===== config.mk =====
export PLATFORM = sky130hd
export DESIGN_NAME = hazard_scoreboard
export DESIGN_NICKNAME = d
export VERILOG_FILES = /design/src/rtl/hazard_pkg.sv /design/src/rtl/hazard_md_timer.sv /design/src/rtl/hazard_scoreboard.sv
export SDC_FILE = /design/constraint.sdc
export NUM_CORES = 1
export LEC_CHECK = 0
export BUFFER_PORTS_ARGS = -buffer_cell sky130_fd_sc_hd__clkbuf_2
export CAP_MARGIN = 20
export CORE_MARGIN = 5
export CORE_UTILIZATION = 38
export DETAILED_ROUTE_END_ITERATION = 12
export PLACE_DENSITY = 0.84
export SYNTH_ARGS = -nofsm -noshare
export SYNTH_HDL_FRONTEND = slang
export SYNTH_SLANG_ARGS = --single-unit

===== constraint.sdc =====
create_clock -name clk -period 2.2 [get_ports clk]
set_input_delay 0.11 -clock clk [delete_from_list [all_inputs] [get_ports clk]]
set_output_delay 0.11 -clock clk [all_outputs]
set_load 0.1 [all_outputs]

===== src/rtl/hazard_pkg.sv =====
// Shared constants and helpers for the hazard scoreboard.
package hazard_pkg;

    localparam logic [4:0] REG_ZERO = 5'd0;
    localparam logic [2:0] MEM_READ_NONE = 3'b000;
    localparam int DEFAULT_LOAD_LAT = 1;
    localparam int DEFAULT_MD_LAT = 8;

    // Bus is zero-extended to 64 bits by the caller; result holds one slot.
    function automatic logic [63:0] srcSlot(
        input logic [63:0] bus,
        input int k,
        input int w
    );
        return (bus >> (k * w)) & ((64'd1 << w) - 64'd1);
    endfunction

endpackage


===== src/rtl/hazard_md_timer.sv =====
// Mult/div occupancy down-counter with registered busy flag.
module hazard_md_timer #(
    parameter int MD_LAT = 8
) (
    input  logic clk,
    input  logic rst,
    input  logic start,
    output logic busy
);

    localparam int W = (MD_LAT > 2) ? $clog2(MD_LAT) : 1;

    logic [W-1:0] count;
    logic [W-1:0] countNext;

    // A start while busy simply reloads: the later start wins.
    always_comb begin
        countNext = count;
        if (start) begin
            countNext = W'(MD_LAT - 1);
        end else if (count != '0) begin
            countNext = count - W'(1);
        end
    end

    always_ff @(posedge clk or posedge rst) begin
        if (rst) begin
            count <= '0;
            busy  <= 1'b0;
        end else begin
            count <= countNext;
            busy  <= (countNext != '0);
        end
    end

endmodule


===== src/rtl/hazard_scoreboard.sv =====
// ID-stage hazard scoreboard: multi-cycle load-use and mult/div stalls.
// Define HAZARD_PERF_CNT_EN to enable the saturating stall counter.
module hazard_scoreboard
    import hazard_pkg::*;
#(
    parameter int REG_ADDR_W = 5,
    parameter int NUM_SRC    = 2,
    parameter int LOAD_LAT   = DEFAULT_LOAD_LAT,
    parameter int MD_LAT     = DEFAULT_MD_LAT,
    parameter int CNT_W      = 32
) (
    input  logic                          clk,
    input  logic                          rst,
    input  logic                          id_valid,
    input  logic [NUM_SRC*REG_ADDR_W-1:0] id_src_addr,
    input  logic [NUM_SRC-1:0]            id_src_used,
    input  logic                          id_uses_md,
    input  logic                          flush,
    input  logic                          ex_valid,
    input  logic [2:0]                    ex_mem_read,
    input  logic [REG_ADDR_W-1:0]         ex_wr_addr,
    input  logic                          ex_md_start,
    output logic                          pc_write,
    output logic                          stall_id,
    output logic                          bubble_ex,
    output logic                          md_busy,
    output logic [CNT_W-1:0]              stall_count
);

    localparam int PIPE_N = (LOAD_LAT > 1) ? LOAD_LAT - 1 : 1;
    localparam logic [REG_ADDR_W-1:0] ZERO = REG_ADDR_W'(REG_ZERO);

    logic                  exLoad;
    logic                  loadHz;
    logic                  mdHz;
    logic                  hz;
    logic                  mdBusyQ;
    logic [PIPE_N-1:0]     pipeValid;
    logic [REG_ADDR_W-1:0] pipeAddr [PIPE_N];
    logic [REG_ADDR_W-1:0] src [NUM_SRC];

    assign exLoad = ex_valid && (ex_mem_read != MEM_READ_NONE);

    // The shadow pipe follows EX unconditionally since EX never stalls.
    if (LOAD_LAT > 1) begin : gPipe
        always_ff @(posedge clk or posedge rst) begin
            if (rst) begin
                pipeValid <= '0;
                for (int s = 0; s < PIPE_N; s++) begin
                    pipeAddr[s] <= '0;
                end
            end else begin
                pipeValid[0] <= exLoad && (ex_wr_addr != ZERO);
                pipeAddr[0]  <= ex_wr_addr;
                for (int s = 1; s < PIPE_N; s++) begin
                    pipeValid[s] <= pipeValid[s-1];
                    pipeAddr[s]  <= pipeAddr[s-1];
                end
            end
        end
    end else begin : gNoPipe
        assign pipeValid   = '0;
        assign pipeAddr[0] = '0;
    end

    always_comb begin
        loadHz = 1'b0;
        src = '{default: '0};
        for (int k = 0; k < NUM_SRC; k++) begin
            src[k] = REG_ADDR_W'(srcSlot(64'(id_src_addr), k, REG_ADDR_W));
            if (id_src_used[k] && (src[k] != ZERO)) begin
                if (exLoad && (ex_wr_addr == src[k])) begin
                    loadHz = 1'b1;
                end
                for (int s = 0; s < PIPE_N; s++) begin
                    if (pipeValid[s] && (pipeAddr[s] == src[k])) begin
                        loadHz = 1'b1;
                    end
                end
            end
        end
    end

    hazard_md_timer #(
        .MD_LAT(MD_LAT)
    ) uMdTimer (
        .clk  (clk),
        .rst  (rst),
        .start(ex_valid && ex_md_start),
        .busy (mdBusyQ)
    );

    assign mdHz      = id_uses_md && mdBusyQ;
    assign hz        = !rst && id_valid && !flush && (loadHz || mdHz);
    assign stall_id  = hz;
    assign bubble_ex = hz;
    assign pc_write  = !hz;
    assign md_busy   = mdBusyQ;

`ifdef HAZARD_PERF_CNT_EN
    logic [CNT_W-1:0] stallCnt;

    always_ff @(posedge clk or posedge rst) begin
        if (rst) begin
            stallCnt <= '0;
        end else if (hz && (stallCnt != '1)) begin
            stallCnt <= stallCnt + CNT_W'(1);
        end
    end

    assign stall_count = stallCnt;
`else
    assign stall_count = '0;
`endif

endmodule

Word-level counts from Yosys, hierarchy flattened --
Cells that the tools add are included.
Storage, ports and cells: input port bits 27, flip-flop bits (word level) 4, output and inout port bits 36
Operators by class: muxes and demuxes 6, equal/unequal tests 2, add/subtract/negate cells 1, reduce and logical (&&, ||, !) cells 19
Operators by type and width (count):
- $eq 5x5->1 | 2
- $logic_and 1x1->1 | 10
- $reduce_bool 5->1 | 2
- $reduce_bool 3->1 | 3
- $mux 3 | 2
- $mux 1 | 4
- $logic_not 1->1 | 3
- $sub 3x1->3 const B | 1
- $logic_or 1x1->1 | 1

Depth between registers and ports, before layout --
Gate-level depths: netlist of run 1.
depth after elaboration 10, gate-level depth with buffers 6, mapped depth without buffers 6

Hierarchy --
Synthesis of run 1 repeated with hierarchy kept, for this count alone.
Unflattened totals: cell total of the unflattened synthesis 83, area total of the unflattened synthesis 665.6 µm²
By module, submodules not included:
- hazard_scoreboard | area each 442.9 µm², instances 1, sequential area each 0.0 µm², cells an instance 62
- hazard_md_timer | area each 222.7 µm², instances 1, sequential area each 100.1 µm², cells an instance 21

Least setup slack after synthesis of run 1 --
Ideal clock, no wire load.
kind register to output, start point register uMdTimer.busy, end point output port stall_id, buffers on the path 1, setup slack -0.186 ns, stages on the path, launching flop included 4, required time 2.090 ns, arrival time 2.276 ns, cells stage by stage dfrtp_1 -> nand3_1 -> nand3_1 -> buf_4
On the way: cells in the longest elaborated chain, start to end 3
Ends and longest elaborated chain:
- start: declaration | line hazard_md_timer.sv:8 | output logic busy
- start signal: assignment | line hazard_md_timer.sv:32 | busy <= (countNext != '0);
- $logic_and 1x1->1 | line hazard_scoreboard.sv:93 | assign mdHz = id_uses_md && mdBusyQ;
- $logic_or 1x1->1 | line hazard_scoreboard.sv:94 | assign hz = !rst && id_valid && !flush && (loadHz || mdHz);
- $logic_and 1x1->1 | line hazard_scoreboard.sv:94
- end: declaration | line hazard_scoreboard.sv:24 | output logic stall_id,
No other way between the ends.

Worst setup path after layout of run 1 --
start point input port rst, end point output port pc_write
On the way: cells in the longest elaborated chain, start to end 5
Ends and longest elaborated chain:
- start: declaration | line hazard_scoreboard.sv:13 | input logic rst,
- $logic_not 1->1 (no source line)
- $logic_and 1x1->1 (3 in series) | line hazard_scoreboard.sv:94
- $logic_not 1->1 | line hazard_scoreboard.sv:97 | assign pc_write = !hz;
- end: declaration | line hazard_scoreboard.sv:23 | output logic pc_write,
No other way between the ends.

==> results of run 1 <==
[repair_timing]
action	CTS	global route
setup buffers	0	0
endpoints found under the hold margin	4	0
hold buffers	1	0
[registers in the layout, summed over array words and instances (netlist names)]
signal	cells
uMdTimer.busy	1
uMdTimer.count	3
[worst min-delay path, stage by stage]
cell and delay, ns:
clkbuf_2 0.07, nand2_1 0.08, nand2_1 0.08
[power by group through the flow]
stage	Clock, W	Sequential (W)	Combinational [W]
6_report	0.0000906	0.000135	0.000493
4_1_cts	0.0000919	0.000135	0.000493
2_1_floorplan	0	0.000183	0.000414
5_1_grt	0.000100	0.000141	0.000520
3_5_place_dp	0	0.000136	0.000489
3_3_place_gp	0	0.000131	0.000476
[layout make-up]
class,count,area (µm²),share of cell area
clock buffer,3,22.5,0.0308
inverter,5,18.8,0.0256
multi-input combinational,71,404,0.552
sequential,4,100,0.137
tap,17,21.3,0.0291
timing repair buffer,31,165,0.226
[Yosys cell counts]
cell | number | area [µm²]
buf_4 | 33 | 248
xnor2_1 | 8 | 70.1
inv_1 | 5 | 18.8
dfrtp_1 | 4 | 100
nand2_1 | 4 | 15.0
nand3_1 | 4 | 20.0
or4_1 | 4 | 30.0
ha_1 | 3 | 37.5
a21oi_1 | 2 | 10.0
and2_1 | 2 | 12.5
nor2_1 | 2 | 7.51
nor2b_1 | 2 | 12.5
and3_1 | 1 | 6.26
conb_1 | 1 | 3.75
mux2i_1 | 1 | 10.0
nand2b_1 | 1 | 6.26
nor3b_2 | 1 | 12.5
o21ai_0 | 1 | 5.00
o311ai_1 | 1 | 8.76
or2_2 | 1 | 6.26
xor2_1 | 1 | 8.76
[through the flow]
stage	hold WS [ns]	cells	worst slack [ns]	area [µm²]
after floorplan	-0.124	113	0.143	771
after global placement	-0.00285	127	0.431	699
after detailed placement	0.0114	127	0.394	699
after CTS	0.153	131	0.398	732
after global routing	0.158	131	0.324	732
final	0.151	131	0.416	732
[routing by layer]
metal  vias to the layer above  share of wire  track usage
met5                         -              0            0
met4                         0         0.0085       0.0480
met3                         2          0.086       0.0292
met2                        24           0.60        0.215
met1                       254           0.30       0.0777
li1                        265              -            -
[worst max path at each step]
stage                                       start  endpoint  slack (ns)
after floorplan           uMdTimer.busy$_DFF_PP0_  stall_id        0.14
after global placement                        rst  pc_write        0.43
after detailed placement                      rst  pc_write        0.39
after CTS                                     rst  pc_write        0.40
after global routing                          rst  pc_write        0.32
final                                         rst  pc_write        0.42
[kinds of logic after synthesis]
family,share of synthesized area
buffers and inverters,0.410
and+or+nand+nor,0.198
xor gates and xnor gates,0.121
AOI/OAI and AO/OA,0.0366
DFF,0.154
adders and majority gates,0.0578
other,0.00577
muxes,0.0154
==> qor.yml, run 1 <==
clock_network:
  cts_buffer_depth: 2
  clk_latency_ns: 0.23
  numClockSinks: 4
  cts_tree: "done"
  numCtsBuffers: 3
  htreeDepth: 1
  clkTransAtPathRegs_ns: 0.04
  cts_resized: 0
  root_buffer: "clkbuf_4"
hold_path:
  holdPathEnd: "uMdTimer.count[0]$_DFF_PP0_"
  hp-start: "ex_md_start"
  hold_depth: 3
  hold_path_class: "in -> reg"
finish:
  nFillCells: 177
  drive_gt1_frac: 0.316
  fin_util: 0.438
  final_cell_mix: "conb_1 (32), clkbuf_2 (28), xnor2_1 (8)"
  n_antenna_cell: 0
  area_delta_synth_final_pct: 12.7
  layout.cells.most_common: "conb_1"
  nets: 146
timing:
  post-route-period-util: 0.811
  tns_ns: 0
  worst_pin_slew_ns: 0.549
  relSlewSlack: 0.636
  fmax_mhz: 560
  timing.final.hold_violations: 0
  final-setup-viol-count: 0
  rsz0062_at_grt: "no"
  period_needed_ns: 1.78
  slew_viol_final: 0
  skew_ns: 0.00196
critical_path:
  path_max_fanout: 2
  cp-start-kind: "primary input"
  reg2reg_depth: 6
  r2r_slack_ns: 0.65
  crit_top_cell: "clkbuf_2"
  critPathCaptureType: "primary output"
  path_cells: "clkbuf_2, nor3b_2, o311ai_1, or4_1, and3_1, clkbuf_2"
  crit_path_max_incr_delay_ns: 0.57
  critical_path_buf_inv_count: 2
  critPathRequiredTime_ns: 2.09
  path_depth: 6
  critPathArrivalTime_ns: 1.67
  worst_path_max_delay_cell: "or4_1"
  critical_path.top_delay_family: "simple AND/OR/NAND/NOR gates"
  critPathKind: "in -> out"
  r2r-start: "uMdTimer.count[0]$_DFF_PP0_"
  r2r_end: "uMdTimer.busy$_DFF_PP0_"
global_route:
  grt_max_degree: 5
  grt_antenna_before_repair: 0
  grt_first_pass_wirelength_um: 1980
  first_global_vias: 533
  grt.total_usage: 0.100
  grt_overflow: 0
floorplan:
  die_h_um: 51.3
  initial_core_util: 0.389
  rows: 15
  fp.dieW_um: 51.3
  dieArea_um2: 2640
  core_area_um2: 1670
  ios: 63
drt:
  drc: 0
  via_per_inst: 4.16
  wl_per_cell_um: 10.8
  postRouteAntennaNets: 0
  drt-initial-drc-count: 4
  firstDrtPassIters: 2
  wirelength_um: 1410
  vias: 545
run:
  maxCapViolCount: 0
outcome:
  status: "complete, no violations"
pwr:
  p_total_w: 0.000719
  switching_power_w: 0.000454
  swShare: 0.631
  ir_drop_uv: 349
  clkPwrFrac: 0.126
  p_leak_nw: 0.426
  p_int_w: 0.000265
  p_per_area_nw_per_um2: 982
  combPwrFrac: 0.686
  seqPwrFrac: 0.188
synthesis:
  ys_warn_count: 0
  syn_avg_cell_area_um2: 7.92
  syn_area_um2: 649
  synth-seq-area-share: 0.154
  synth_cells: 82
  synth_seq_cells: 4
  yosysUniqueCellTypes: 21
place:
  place.port_buffers: 30
  dp_hpwl_um: 1310
  gp_congestion: 0.702
Power figures use the tool's default switching activity.
==> run 2, diff against run 1 <==
CORE_UTILIZATION = 36   (was 38)
PLACE_DENSITY = 0.8   (was 0.84)
clock period = 1.84 ns   (was 2.2 ns; I/O delays follow)
==> qor.yml, run 2 (same netlist as run 1, synthesis figures left out) <==
timing:
  final.setup.worst_slack_ns: 0.230
  final-setup-viol-count: 0
  skew_ns: 0.00945
  relSlewSlack: 0.641
  slew_viol_final: 0
  period_needed_ns: 1.61
  post-route-period-util: 0.875
  rsz0062_at_grt: "no"
  worst_pin_slew_ns: 0.541
  fmax_mhz: 621
  tns_ns: 0
  timing.final.hold_violations: 0
critical_path:
  critPathArrivalTime_ns: 1.52
  r2r_slack_ns: 0.33
  worst_path_max_delay_cell: "or4_1"
  critical_path_buf_inv_count: 2
  crit_path_max_incr_delay_ns: 0.60
  r2r_end: "uMdTimer.busy$_DFF_PP0_"
  path_max_fanout: 2
  critPathRequiredTime_ns: 1.75
  r2r-start: "uMdTimer.count[0]$_DFF_PP0_"
  critPathCaptureType: "primary output"
  reg2reg_depth: 6
  cp-start-kind: "primary input"
  path_cells: "clkbuf_2, nor3b_2, o311ai_1, or4_1, and3_1, buf_12"
  critical_path.top_delay_family: "simple AND/OR/NAND/NOR gates"
  critPathKind: "in -> out"
finish:
  layout.cells.most_common: "conb_1"
  final_cell_mix: "conb_1 (32), clkbuf_2 (27), xnor2_1 (8)"
  drive_gt1_frac: 0.322
  area_delta_synth_final_pct: 22.4
  reg.largest.list: "uMdTimer.count (3), uMdTimer.busy (1)"
  nets: 146
  largest_reg_flops: 3
  n_antenna_cell: 0
  top_register: "uMdTimer.count"
pwr:
  p_leak_nw: 0.440
  p_per_area_nw_per_um2: 1100
  ir_drop_uv: 494
place:
  place.port_buffers: 30
  dp_hpwl_um: 1320
  dp_slack_ns: 0.210
  gp_congestion: 0.732
outcome:
  status: "complete, no violations"
drt:
  via_per_inst: 3.87
  firstDrtPassIters: 1
  vias: 542
  postRouteAntennaNets: 0
  wl_per_cell_um: 9.95
  drt-initial-drc-count: 0
  wirelength_um: 1390
  drc: 0
run:
  maxCapViolCount: 0
global_route:
  grtUsageMet3: 0.0228
  use_met2: 0.182
  grt_first_pass_wirelength_um: 2060
  grt.total_usage: 0.101
  grt_busiest_layer: "met2"
  grt_max_degree: 5
  grt_overflow: 0
  first_global_vias: 535
  met1_usage: 0.115
  grt_antenna_before_repair: 0
clock_network:
  cts_setup_buffers: 0
  clk_latency_ns: 0.24
  numClockSinks: 4
  htreeDepth: 1
  cts_tree: "done"
  numCtsBuffers: 3
  cts_buffer_depth: 2
  root_buffer: "clkbuf_4"
  clkTransAtPathRegs_ns: 0.05
  cts_resized: 0
  postCtsHoldBufs: 1
floorplan:
  fp.dieW_um: 52.5
  ios: 63
  dieArea_um2: 2750
  die_h_um: 52.5
  initial_core_util: 0.376
  rows: 15
  core_area_um2: 1730
hold_path:
  hold_path_class: "in -> reg"
  hp-start: "ex_md_start"
  hold_depth: 3
  holdPathEnd: "uMdTimer.count[0]$_DFF_PP0_"
## run 2: layout make-up
cell class              count  area (µm²)
clock buffers               4        26.3
fillers                   182         932
well taps                  25        31.3
multi-input cells          71         412
inverters                   5        18.8
flip-flops and latches      4         101
repair buffers             31         205
## run 2: metal layers
| layer | up-vias | share of wire |
|---|---|---|
| met5 | - | 0 |
| met4 | 0 | 0.0086 |
| met3 | 2 | 0.15 |
| met2 | 44 | 0.47 |
| met1 | 232 | 0.38 |
| li1 | 264 | - |
## run 2: worst max-delay path by stage
stage | cells after the start | endpoint | startpoint | slack [ns]
detailed placement | 6 | pc_write | rst | 0.21
global route | 6 | pc_write | rst | 0.14
CTS | 6 | pc_write | rst | 0.21
floorplan | 4 | pc_write | id_src_addr[0] | 0.07
global placement | 6 | pc_write | rst | 0.24
finish | 6 | pc_write | rst | 0.23
## run 2: tightest hold or removal path, cell delays in order
cell and delay (ns):
clkbuf_2 0.07, nand2_1 0.07, nand2_1 0.06
## run 2: stage by stage
step	hold WS (ns)	util	power [W]	instance area, µm²	std cells
floorplan	-0.142	-	0.000717	779	113
global placement	-0.0182	0.439	0.000739	758	135
detailed placement	-0.0125	0.439	0.000759	758	135
CTS	0.0928	0.460	0.000885	795	140
global route	0.103	0.460	0.000937	795	140
finish	0.0965	0.460	0.000877	795	140
## run 2: report_power, final
part	internal (W)	switching [W]
clock	0.0000816	0.0000391
sequential	0.000132	0.0000318
combinational	0.000123	0.000469
